**src/rtl/stopwatch_counter_pkg.sv**
```systemverilog
// Shared types and constants for the MM:SS BCD stopwatch.
package stopwatch_pkg;

    typedef logic [3:0] bcd_t;

    typedef enum logic {
        PAUSED  = 1'b0,
        RUNNING = 1'b1
    } sw_state_e;

    localparam logic SEL_MIN      = 1'b0;
    localparam logic SEL_SEC      = 1'b1;
    localparam bcd_t SEC_MAX_TENS = 4'd5;

    typedef struct packed {
        bcd_t tens;
        bcd_t ones;
    } bcd2_t;

    // Two-digit BCD increment that wraps to 00 once the field is at its limit.
    function automatic bcd2_t bcd2_inc(input bcd2_t v, input bcd2_t lim);
        bcd2_t r;
        if (v == lim) begin
            r = '0;
        end else if (v.ones == 4'd9) begin
            r.tens = v.tens + 4'd1;
            r.ones = 4'd0;
        end else begin
            r.tens = v.tens;
            r.ones = v.ones + 4'd1;
        end
        return r;
    endfunction

endpackage

```
**src/rtl/stopwatch_counter_if.sv**
```systemverilog
// Control inputs and BCD display outputs of the stopwatch counter.
interface stopwatch_if;
    import stopwatch_pkg::*;

    logic countclk;
    logic adjclk;
    logic pause_pulse;
    logic adj;
    logic sel;
    bcd_t min_tens;
    bcd_t min_ones;
    bcd_t sec_tens;
    bcd_t sec_ones;
    logic running;
    logic tick;

    modport master (
        output countclk, adjclk, pause_pulse, adj, sel,
        input  min_tens, min_ones, sec_tens, sec_ones, running, tick
    );

    modport slave (
        input  countclk, adjclk, pause_pulse, adj, sel,
        output min_tens, min_ones, sec_tens, sec_ones, running, tick
    );

endinterface

```
**src/rtl/stopwatch_counter_edge_sync.sv**
```systemverilog
// Synchronizes a slow asynchronous clock and emits a one-cycle rising-edge pulse,
// suppressed until the chain has flushed after reset.
module edge_sync #(
    parameter int SYNC_STAGES = 2
) (
    input  logic clk,
    input  logic rst_n,
    input  logic d_i,
    output logic rise_o
);

    logic [SYNC_STAGES-1:0] sync_q;
    logic                   prev_q;
    logic [SYNC_STAGES:0]   arm_q;
    logic                   armed;

    always_ff @(posedge clk or negedge rst_n) begin
        if (!rst_n) begin
            sync_q <= '0;
            prev_q <= 1'b0;
            arm_q  <= '0;
        end else begin
            sync_q <= {sync_q[SYNC_STAGES-2:0], d_i};
            prev_q <= sync_q[SYNC_STAGES-1];
            arm_q  <= {arm_q[SYNC_STAGES-1:0], 1'b1};
        end
    end

    // Arming covers the window where an input held high through reset looks like an edge.
    assign armed  = arm_q[SYNC_STAGES];
    assign rise_o = sync_q[SYNC_STAGES-1] & ~prev_q & armed;

endmodule

```
**src/rtl/stopwatch_counter.sv**
```systemverilog
// MM:SS BCD stopwatch with run/pause and per-field adjust.
// Define STOPWATCH_SATURATE_EN to hold at MIN_MAX:59 (and pause) instead of wrapping.
module stopwatch_counter
    import stopwatch_pkg::*;
#(
    parameter int SYNC_STAGES = 2,
    parameter int MIN_MAX     = 99
) (
    input  logic clk,
    input  logic rst_n,
    stopwatch_if.slave bus
);

`ifdef STOPWATCH_SATURATE_EN
    localparam bit SATURATE = 1'b1;
`else
    localparam bit SATURATE = 1'b0;
`endif

    localparam bcd2_t SEC_LIM = bcd2_t'({SEC_MAX_TENS, 4'd9});
    localparam bcd2_t MIN_LIM = bcd2_t'({4'(MIN_MAX / 10), 4'(MIN_MAX % 10)});

    logic      cnt_tick;
    logic      adj_tick;
    sw_state_e state_q, state_d;
    bcd2_t     min_q, min_d;
    bcd2_t     sec_q, sec_d;
    logic      tick_q, tick_d;
    logic      at_max;

    edge_sync #(.SYNC_STAGES(SYNC_STAGES)) u_cnt_sync (
        .clk   (clk),
        .rst_n (rst_n),
        .d_i   (bus.countclk),
        .rise_o(cnt_tick)
    );

    edge_sync #(.SYNC_STAGES(SYNC_STAGES)) u_adj_sync (
        .clk   (clk),
        .rst_n (rst_n),
        .d_i   (bus.adjclk),
        .rise_o(adj_tick)
    );

    assign at_max = (sec_q == SEC_LIM) && (min_q == MIN_LIM);

    always_ff @(posedge clk or negedge rst_n) begin
        if (!rst_n) begin
            state_q <= PAUSED;
            min_q   <= '0;
            sec_q   <= '0;
            tick_q  <= 1'b0;
        end else begin
            state_q <= state_d;
            min_q   <= min_d;
            sec_q   <= sec_d;
            tick_q  <= tick_d;
        end
    end

    // Count qualification uses state_q, so a coincident pause sees the pre-toggle state.
    always_comb begin
        state_d = state_q;
        min_d   = min_q;
        sec_d   = sec_q;
        tick_d  = 1'b0;
        if (bus.pause_pulse) state_d = (state_q == RUNNING) ? PAUSED : RUNNING;
        if (bus.adj) begin
            if (adj_tick) begin
                tick_d = 1'b1;
                if (bus.sel == SEL_SEC) sec_d = bcd2_inc(sec_q, SEC_LIM);
                else                    min_d = bcd2_inc(min_q, MIN_LIM);
            end
        end else if (cnt_tick && state_q == RUNNING) begin
            if (SATURATE && at_max) begin
                state_d = PAUSED;
            end else begin
                tick_d = 1'b1;
                sec_d  = bcd2_inc(sec_q, SEC_LIM);
                if (sec_q == SEC_LIM) min_d = bcd2_inc(min_q, MIN_LIM);
            end
        end
    end

    assign bus.min_tens = min_q.tens;
    assign bus.min_ones = min_q.ones;
    assign bus.sec_tens = sec_q.tens;
    assign bus.sec_ones = sec_q.ones;
    assign bus.running  = (state_q == RUNNING);
    assign bus.tick     = tick_q;

endmodule

```
**src/flat_wrapper.sv**
```systemverilog
// flat-port wrapper written by rule: the top's interface ports become plain ports
module stopwatch_counter_flat import stopwatch_pkg::*;
#(
    parameter int SYNC_STAGES = 2,
    parameter int MIN_MAX     = 99
)
  (clk, rst_n, bus_countclk, bus_adjclk, bus_pause_pulse, bus_adj, bus_sel, bus_min_tens, bus_min_ones, bus_sec_tens, bus_sec_ones, bus_running, bus_tick);
  stopwatch_if bus_i ();
  input  logic clk;
  input  logic rst_n;
  input wire logic [$bits(bus_i.countclk)-1:0] bus_countclk;
  input wire logic [$bits(bus_i.adjclk)-1:0] bus_adjclk;
  input wire logic [$bits(bus_i.pause_pulse)-1:0] bus_pause_pulse;
  input wire logic [$bits(bus_i.adj)-1:0] bus_adj;
  input wire logic [$bits(bus_i.sel)-1:0] bus_sel;
  output wire logic [$bits(bus_i.min_tens)-1:0] bus_min_tens;
  output wire logic [$bits(bus_i.min_ones)-1:0] bus_min_ones;
  output wire logic [$bits(bus_i.sec_tens)-1:0] bus_sec_tens;
  output wire logic [$bits(bus_i.sec_ones)-1:0] bus_sec_ones;
  output wire logic [$bits(bus_i.running)-1:0] bus_running;
  output wire logic [$bits(bus_i.tick)-1:0] bus_tick;
  assign bus_i.countclk = bus_countclk;
  assign bus_i.adjclk = bus_adjclk;
  assign bus_i.pause_pulse = bus_pause_pulse;
  assign bus_i.adj = bus_adj;
  assign bus_i.sel = bus_sel;
  assign bus_min_tens = bus_i.min_tens;
  assign bus_min_ones = bus_i.min_ones;
  assign bus_sec_tens = bus_i.sec_tens;
  assign bus_sec_ones = bus_i.sec_ones;
  assign bus_running = bus_i.running;
  assign bus_tick = bus_i.tick;
  stopwatch_counter #(.SYNC_STAGES(SYNC_STAGES), .MIN_MAX(MIN_MAX)) u_core (.clk(clk), .rst_n(rst_n), .bus(bus_i));
endmodule
```
**config.mk**
```make
export PLATFORM = sky130hd
export DESIGN_NAME = stopwatch_counter_flat
export DESIGN_NICKNAME = d
export VERILOG_FILES = /design/src/rtl/stopwatch_counter_pkg.sv /design/src/rtl/stopwatch_counter_if.sv /design/src/rtl/stopwatch_counter_edge_sync.sv /design/src/rtl/stopwatch_counter.sv /design/src/flat_wrapper.sv
export SDC_FILE = /design/constraint.sdc
export NUM_CORES = 1
export LEC_CHECK = 0
export ABC_AREA = 1
export BUFFER_PORTS_ARGS = -buffer_cell sky130_fd_sc_hd__buf_2
export CORE_ASPECT_RATIO = 1.25
export CORE_UTILIZATION = 49
export DETAILED_ROUTE_END_ITERATION = 10
export PLACE_DENSITY_LB_ADDON = 0.05
export SYNTH_ARGS = -nofsm -noshare
export SYNTH_HDL_FRONTEND = slang
export SYNTH_SLANG_ARGS = --single-unit
```
**constraint.sdc**
```tcl
create_clock -name clk -period 1.4 [get_ports clk]
set_input_delay 0.28 -clock clk [delete_from_list [all_inputs] [get_ports clk]]
set_output_delay 0.28 -clock clk [all_outputs]
set_load 0.01 [all_outputs]
```
==> results by group, run 1 <==
Drt
  – WL per Instance: 11.2 um
  – Drt drc: 0
  – DRT Pass-1 Iters: 4
  – Initial detailed-routing violation count: 21
  – Routed WL: between 2000 and 3000 um
  – Via Count: 1110
  – Routed vias/inst: 4.89
  – Post-route antenna net violation count: 0

Synth
  – Synth area leaders: dfrtp_1 (48%), nand2_1 (11%), ha_1 (7.2%), inv_1 (4.3%), nand3_1 (3.9%)
  – Post-synth top area share: 48.5%
  – Register area share after synthesis: roughly half
  – Leading area contributor after synthesis: dfrtp_1
  – Mean Syn Cell Area: 9.23 um2
  – Yosys warnings: 0
  – Yosys reg bits: 27
  – Synthesized Nets: 166
  – Netlist cell types: 26
  – Cells after synthesis: 151
  – Cell area after synthesis: 1390 um2

Finish
  – Commonest cells after routing, fill and taps aside: nand2_1 (35), dfrtp_1 (25), buf_2 (24), inv_1 (14), buf_4 (13)
  – # diodes: 0
  – Area growth, synth to finish: 27.6%
  – Final #Nets: about 210
  – Finished Layout Cells: about 230
  – Commonest non-fill, non-tap cell in the layout: nand2_1
  – Final core occ: 66.4%
  – Layout cells sized above 1: 37.8%

Global route
  – Vias in the first global route: ~950
  – Tot GR Track Use: ~17%
  – Grt ovf: 0
  – Antenna violations before repair: 0
  – First-pass GRT wire length: 3910 um
  – Largest net degree at the start of global routing: 28

Worst setup path
  – Worst Path Class, Setup: flop to flop
  – Critical Path AT: 1.63 ns
  – Critical Path RT: 1.67 ns
  – Highest fanout seen on the critical path: 7
  – Setup crit start kind: flop
  – CP endpoint kind: flop

Die
  – Die X-Extent: 49.7 um
  – Std-Cell Rows: 21
  – # IOs: 25
  – Initial core utilization: between 50% and 60%
  – Die Area: 3060 um2
  – Placeable Area: ~2700 um2
  – Die H: 61.6 um

Pwr
  – Final Total Pwr: 2.10 mW
  – Leakage: 0.933 nW
  – Maximum vdd drop: roughly 0.96 mV
  – Pwr dens: 1180 nW/um2

CTS
  – Clk buf depth: 2
  – Clock Latency Late Sink: between 0.3 and 0.4 ns
  – CTS tree: yes
  – Root buf cell: clkbuf_4
  – Clk sink count: 27
  – CTS HTree Levels: 1
  – CTS Buf Count: 3
  – Clk slew on worst S/H paths: 0.14 ns

Timing
  – # setup viols final: 0
  – Setup TNS: 0 ns
  – Worst Skew: 0.00489 ns
  – RSZ-0062 raised after global routing: yes
  – Tcrit/Tclk final: a little over nine tenths
  – Slew @ Worst Pin: 0.599 ns
  – Final Hold Viols: 0
  – WHS: 0.0563 ns
  – Period minus WS final: 1.36 ns
  – Max-slew violation count: 0
  – Fmax: 0.733 GHz
  – Slew headroom: 60.1%

Job
  – Max-Cap Viols: 0

Run status
  – Status: completed

Placed design
  – Cells after DPL: 216
  – Post-DP HPWL: 1830 um
  – I/O Buffers: 24
  – RD Place Congestion: 0.757

Hold path
  – Min-delay worst type: input pin to flop
-- Yosys cell counts (all sizes together) --
cell type	instances
nor2	12
xor2	6
conb	1
nand2	43
a31o	1
a21oi	2
nor3	1
xnor2	1
or2	2
inv	16
buf	1
nand3	15
ha	8
o21ai	11
dfrtp	27
nand4	4
-- sequential cells by signal (all words and copies together) (netlist names), 2 cells and up --
| name | cells |
|---|---|
| u_core.u_adj_sync.sync_q | 2 |
| u_core.bus.sec_ones | 4 |
| u_core.u_cnt_sync.arm_q | 2 |
| u_core.bus.min_tens | 4 |
| u_core.bus.min_ones | 4 |
| u_core.u_cnt_sync.sync_q | 2 |
| u_core.bus.sec_tens | 4 |
-- cell type report --
cell class / instances / area, um2
Multi-Input combinational cell: 107 / 721
Sequential cell: 27 / 678
Inverter: 16 / 60.1
Clock inverter: 1 / 7.51
Clock buffer: 3 / 22.5
Fill cell: 244 / 901
Timing Repair Buffer: 39 / 248
Tap cell: 34 / 42.5
-- cells by family after synthesis --
group | share of synthesized area (%)
AND/OR/NAND/NOR | 28.9
buffers and inverters | 4.67
AO/OA/AOI/OAI | 6.10
flip-flops | 48.5
adder cells (fa/ha/maj) | 7.18
XOR/XNOR | 4.40
other | 0.269
-- routing by layer --
layer	vias to the layer above	global-route usage [%]	wire (um)
met5	-	0	0
li1	565	-	-
met2	24	30.7	1290
met4	0	6.12	39
met1	515	19.7	1130
met3	6	2.72	76
-- repair_timing --
action | 4_1_cts | 5_1_grt
gates cloned | 0 | 0
gates resized for setup | 0 | 18
pin swaps | 0 | 5
setup buffers | 1 | 5
hold buffers | 1 | 0
hold endpoints to repair | 27 | 0
endpoints found under the setup margin | 1 | 12
-- critical path: stages, from the launching register on --
cell,delay (ns)
dfrtp_1,0.40
inv_1,0.06
ha_2,0.16
nand2_2,0.06
nor2_4,0.12
nand2_2,0.07
nand2_2,0.07
nand2_4,0.07
nor2_8,0.14
nand2_1,0.09
nand2_1,0.07
-- power breakdown --
part / switching (mW) / total [mW] / internal, mW
registers: 0.133 / 1.04 / 0.903
clock network: 0.223 / 0.332 / 0.109
logic: 0.383 / 0.735 / 0.353
total: 0.738 / 2.10 / 1.36
-- stage by stage --
step                setup slack [ns]  area, um2
floorplan                   -0.00120       1400
global route                 -0.0570       1780
detailed placement           0.00620       1610
global placement              0.0448       1610
finish                        0.0351       1780
CTS                          0.00489       1660
-- path summary, 6_finish.rpt --
path                                        startpoint                          end  cells after the start  slack [ns]
setup reg to reg                u_core.bus.sec_tens[1]       u_core.bus.min_ones[3]                     10        0.04
setup / recovery                u_core.bus.sec_tens[1]       u_core.bus.min_ones[3]                     10        0.04
max in group asynchronous                        rst_n       u_core.bus.sec_ones[1]                      2        0.49
hold / removal                            bus_countclk  u_core.u_cnt_sync.sync_q[0]                      1        0.06
min in group asynchronous                        rst_n       u_core.bus.min_tens[1]                      2        0.49
hold reg to reg            u_core.u_cnt_sync.sync_q[0]  u_core.u_cnt_sync.sync_q[1]                      0        0.36
Power figures use the tool's default switching activity.
==> run 2, diff against run 1 <==
--- a/config.mk
+++ b/config.mk
@@ -7,8 +7,10 @@
 export LEC_CHECK = 0
 export ABC_AREA = 1
 export BUFFER_PORTS_ARGS = -buffer_cell sky130_fd_sc_hd__buf_2
+export CELL_PAD_IN_SITES_DETAIL_PLACEMENT = 0
+export CELL_PAD_IN_SITES_GLOBAL_PLACEMENT = 2
 export CORE_ASPECT_RATIO = 1.25
-export CORE_UTILIZATION = 49
+export CORE_UTILIZATION = 30
 export DETAILED_ROUTE_END_ITERATION = 10
 export PLACE_DENSITY_LB_ADDON = 0.05
 export SYNTH_ARGS = -nofsm -noshare
==> run 2 against run 1 <==
Against the previous run: first-iteration DRC count increased by 130%; worst hold slack improved by 0.042 ns; wire length up 13%; critical path depth unchanged; combinational power decreased by 3%; cell area increased by 3.0%; die area is 61% higher; clock-buffer cell count stayed put; maximum frequency shrank 0.52%; sequential cell count unchanged; register-to-register slack is essentially flat; clock skew fell by 0.00055 ns; largest cell class unchanged; largest power group unchanged; highest routed layer unchanged.
==> results by group, run 2 (synthesized netlist as in run 1, its figures left out) <==
Timing
  – Final worst slack: 0.0280 ns (-0.00707 ns)
  – Tcrit/Tclk final: 98.0% (+0.50 points)
  – RSZ-0062 raised after global routing: yes
  – # setup viols final: 0 (unchanged)
  – Fmax: 0.729 GHz (-0.52%)
  – Max-slew violation count: 0 (unchanged)
  – Worst Skew: 0.00434 ns (-0.000548 ns)
  – Final Hold Viols: 0 (unchanged)
  – Setup TNS: 0 ns (unchanged)
  – Period minus WS final: 1.37 ns (+0.00707 ns)

Global route
  – GR met3 Demand/Resource: 1.89% (-0.83 points)
  – Tot GR Track Use: 12.5% (-4.1 points)
  – Vias in the first global route: 1096 (+15%)
  – Grt ovf: 0 (unchanged)
  – Met1 Usage GRT: 14.7% (-5.0 points)
  – Largest net degree at the start of global routing: 28 (unchanged)
  – First-pass GRT wire length: 4850 um (+24%)
  – Antenna violations before repair: 0 (unchanged)
  – Global-route met2 utilization: 22.3% (-8.4 points)
  – Busiest layer in global routing: met2

Worst setup path
  – Highest fanout seen on the critical path: 7 (unchanged)
  – Slowest-stage cell, CP: dfrtp_2
  – CP Buf/Inv Count: 1 (unchanged)
  – Worst path max stage delay: 0.42 ns (+0.02 ns)
  – Crit path cell chain: inv_2, ha_4, nand2_2, nor2_4, nand2_2, nand2_2, nand2_4, nor2_8, nand2_1, o21ai_1
  – Worst Path Class, Setup: flop to flop
  – Critical Path AT: 1.58 ns (-0.05 ns)
  – CP endpoint kind: flop
  – Most used cell, CP: nand2_2
  – Delay-heaviest family, CP: simple AND/OR/NAND/NOR gates
  – Critical Path RT: 1.61 ns (-0.06 ns)
  – Setup crit start kind: flop

Placed design
  – Cells after DPL: 245 (+13%)
  – I/O Buffers: 24 (unchanged)
  – RD Place Congestion: 0.753 (-0.56%)
  – Placed cell area: 1690 um2 (+5.0%)
  – Post-DP HPWL: 2140 um (+17%)
  – Worst slack at placement: -0.0129 ns (-0.0191 ns)

CTS
  – CTS tree: yes
  – Clk slew on worst S/H paths: 0.10 ns (-0.04 ns)
  – Root buf cell: clkbuf_8
  – CTS HTree Levels: 1 (unchanged)
  – Clk buf depth: 2 (unchanged)
  – Clk sink count: 27 (unchanged)
  – CTS Buf Count: 3 (unchanged)
  – Clock Latency Late Sink: 0.28 ns (-0.04 ns)

Die
  – Die X-Extent: 63.0 um (+27%)
  – Die H: 78.2 um (+27%)
  – Std-Cell Rows: 27 (+29%)
  – Initial core utilization: 31.5% (-21 points)
  – # IOs: 25 (unchanged)
  – Die Area: 4920 um2 (+61%)
  – Placeable Area: 4430 um2 (+65%)

Finish
  – Fillers: 480 (+97%)
  – Commonest non-fill, non-tap cell in the layout: nand2_1
  – Layout cells sized above 1: 34.7% (-3.1 points)
  – Area growth, synth to finish: 31.4%
  – Commonest cells after routing, fill and taps aside: nand2_1 (36), dfrtp_1 (25), buf_2 (24), inv_1 (15), buf_4 (14)
  – # diodes: 0 (unchanged)
  – Final Cell Area: 1830 um2 (+3.0%)
  – Finished Layout Cells: 254 (+12%)
  – Final #Nets: 212 (+1.4%)

Drt
  – Routed WL: 2870 um (+13%)
  – WL per Instance: 11.3 um (+1.0%)
  – Routed vias/inst: 4.40 (-10%)
  – Post-route antenna net violation count: 0 (unchanged)
  – Via Count: 1118 (+0.72%)
  – Drt drc: 0 (unchanged)
  – DRT Pass-1 Iters: 5 (+1)
  – Initial detailed-routing violation count: 48 (+130%)

Pwr
  – Pwr dens: 1200 nW/um2 (+1.2%)
  – Leakage: 0.965 nW (+3.5%)
  – Maximum vdd drop: 0.671 mV (-30%)

Hold path
  – Min-delay worst type: input pin to flop

Run status
  – Status: completed

Job
  – Max-Cap Viols: 0 (unchanged)
==> run 2: cell count changes in the layout (fill, tap and decap cells not counted), sizes merged <==
cell | before | now
buf | 38 | 41
==> run 2: area by class of cell <==
type                       count  area (um2)  area share, %
clock buffer                   3        41.3           2.25
clock inverter                 1        7.51          0.410
inverter                      16        60.1           3.28
multi-input combinational    107         686           37.4
sequential                    27         678           37.0
tap                           58        72.6           3.96
timing repair buffer          42         287           15.6
==> run 2: layer usage <==
metal,up-vias,wire (um),part of all wire [%]
li1,571,-,-
met1,526,1270,44
met2,17,1480,52
met3,4,75,2.6
met4,0,40,1.4
met5,-,0,0
==> run 2: metrics by stage <==
stage / hold WS [ns] / power [mW] / util, %
final: 0.0988 / 2.19 / 41.4
after floorplan: -0.0156 / 1.38 / -
after global placement: 0.238 / 1.68 / 38.3
after CTS: 0.0881 / 2.21 / 40.2
after global routing: 0.0864 / 2.34 / 41.4
after detailed placement: 0.239 / 1.70 / 38.3
==> run 2: what timing repair did <==
action,4_1_cts,5_1_grt
setup buffers,1,3
resized for setup,6,4
hold buffers,1,0
hold endpoints to repair,27,0
endpoints found under the setup margin,8,12
gates cloned,0,0
pin swaps,1,0
==> run 2: final timing paths <==
path                                            start                          end  slack (ns)  cells after the start
setup / recovery               u_core.bus.sec_ones[1]       u_core.bus.min_ones[1]        0.03                     10
hold / removal                           bus_countclk  u_core.u_cnt_sync.sync_q[0]         0.1                      1
setup reg to reg               u_core.bus.sec_ones[1]       u_core.bus.min_ones[1]        0.03                     10
hold reg to reg            u_core.u_cnt_sync.arm_q[1]   u_core.u_adj_sync.arm_q[2]        0.36                      0
max in group asynchronous                       rst_n       u_core.bus.sec_ones[1]        0.77                      3
min in group asynchronous                       rst_n       u_core.bus.min_tens[1]        0.47                      3
==> run 2: where the power goes <==
part | total [mW] | switching [mW] | internal, mW
combinational | 0.716 | 0.376 | 0.340
clock | 0.459 | 0.257 | 0.202
sequential | 1.02 | 0.113 | 0.903
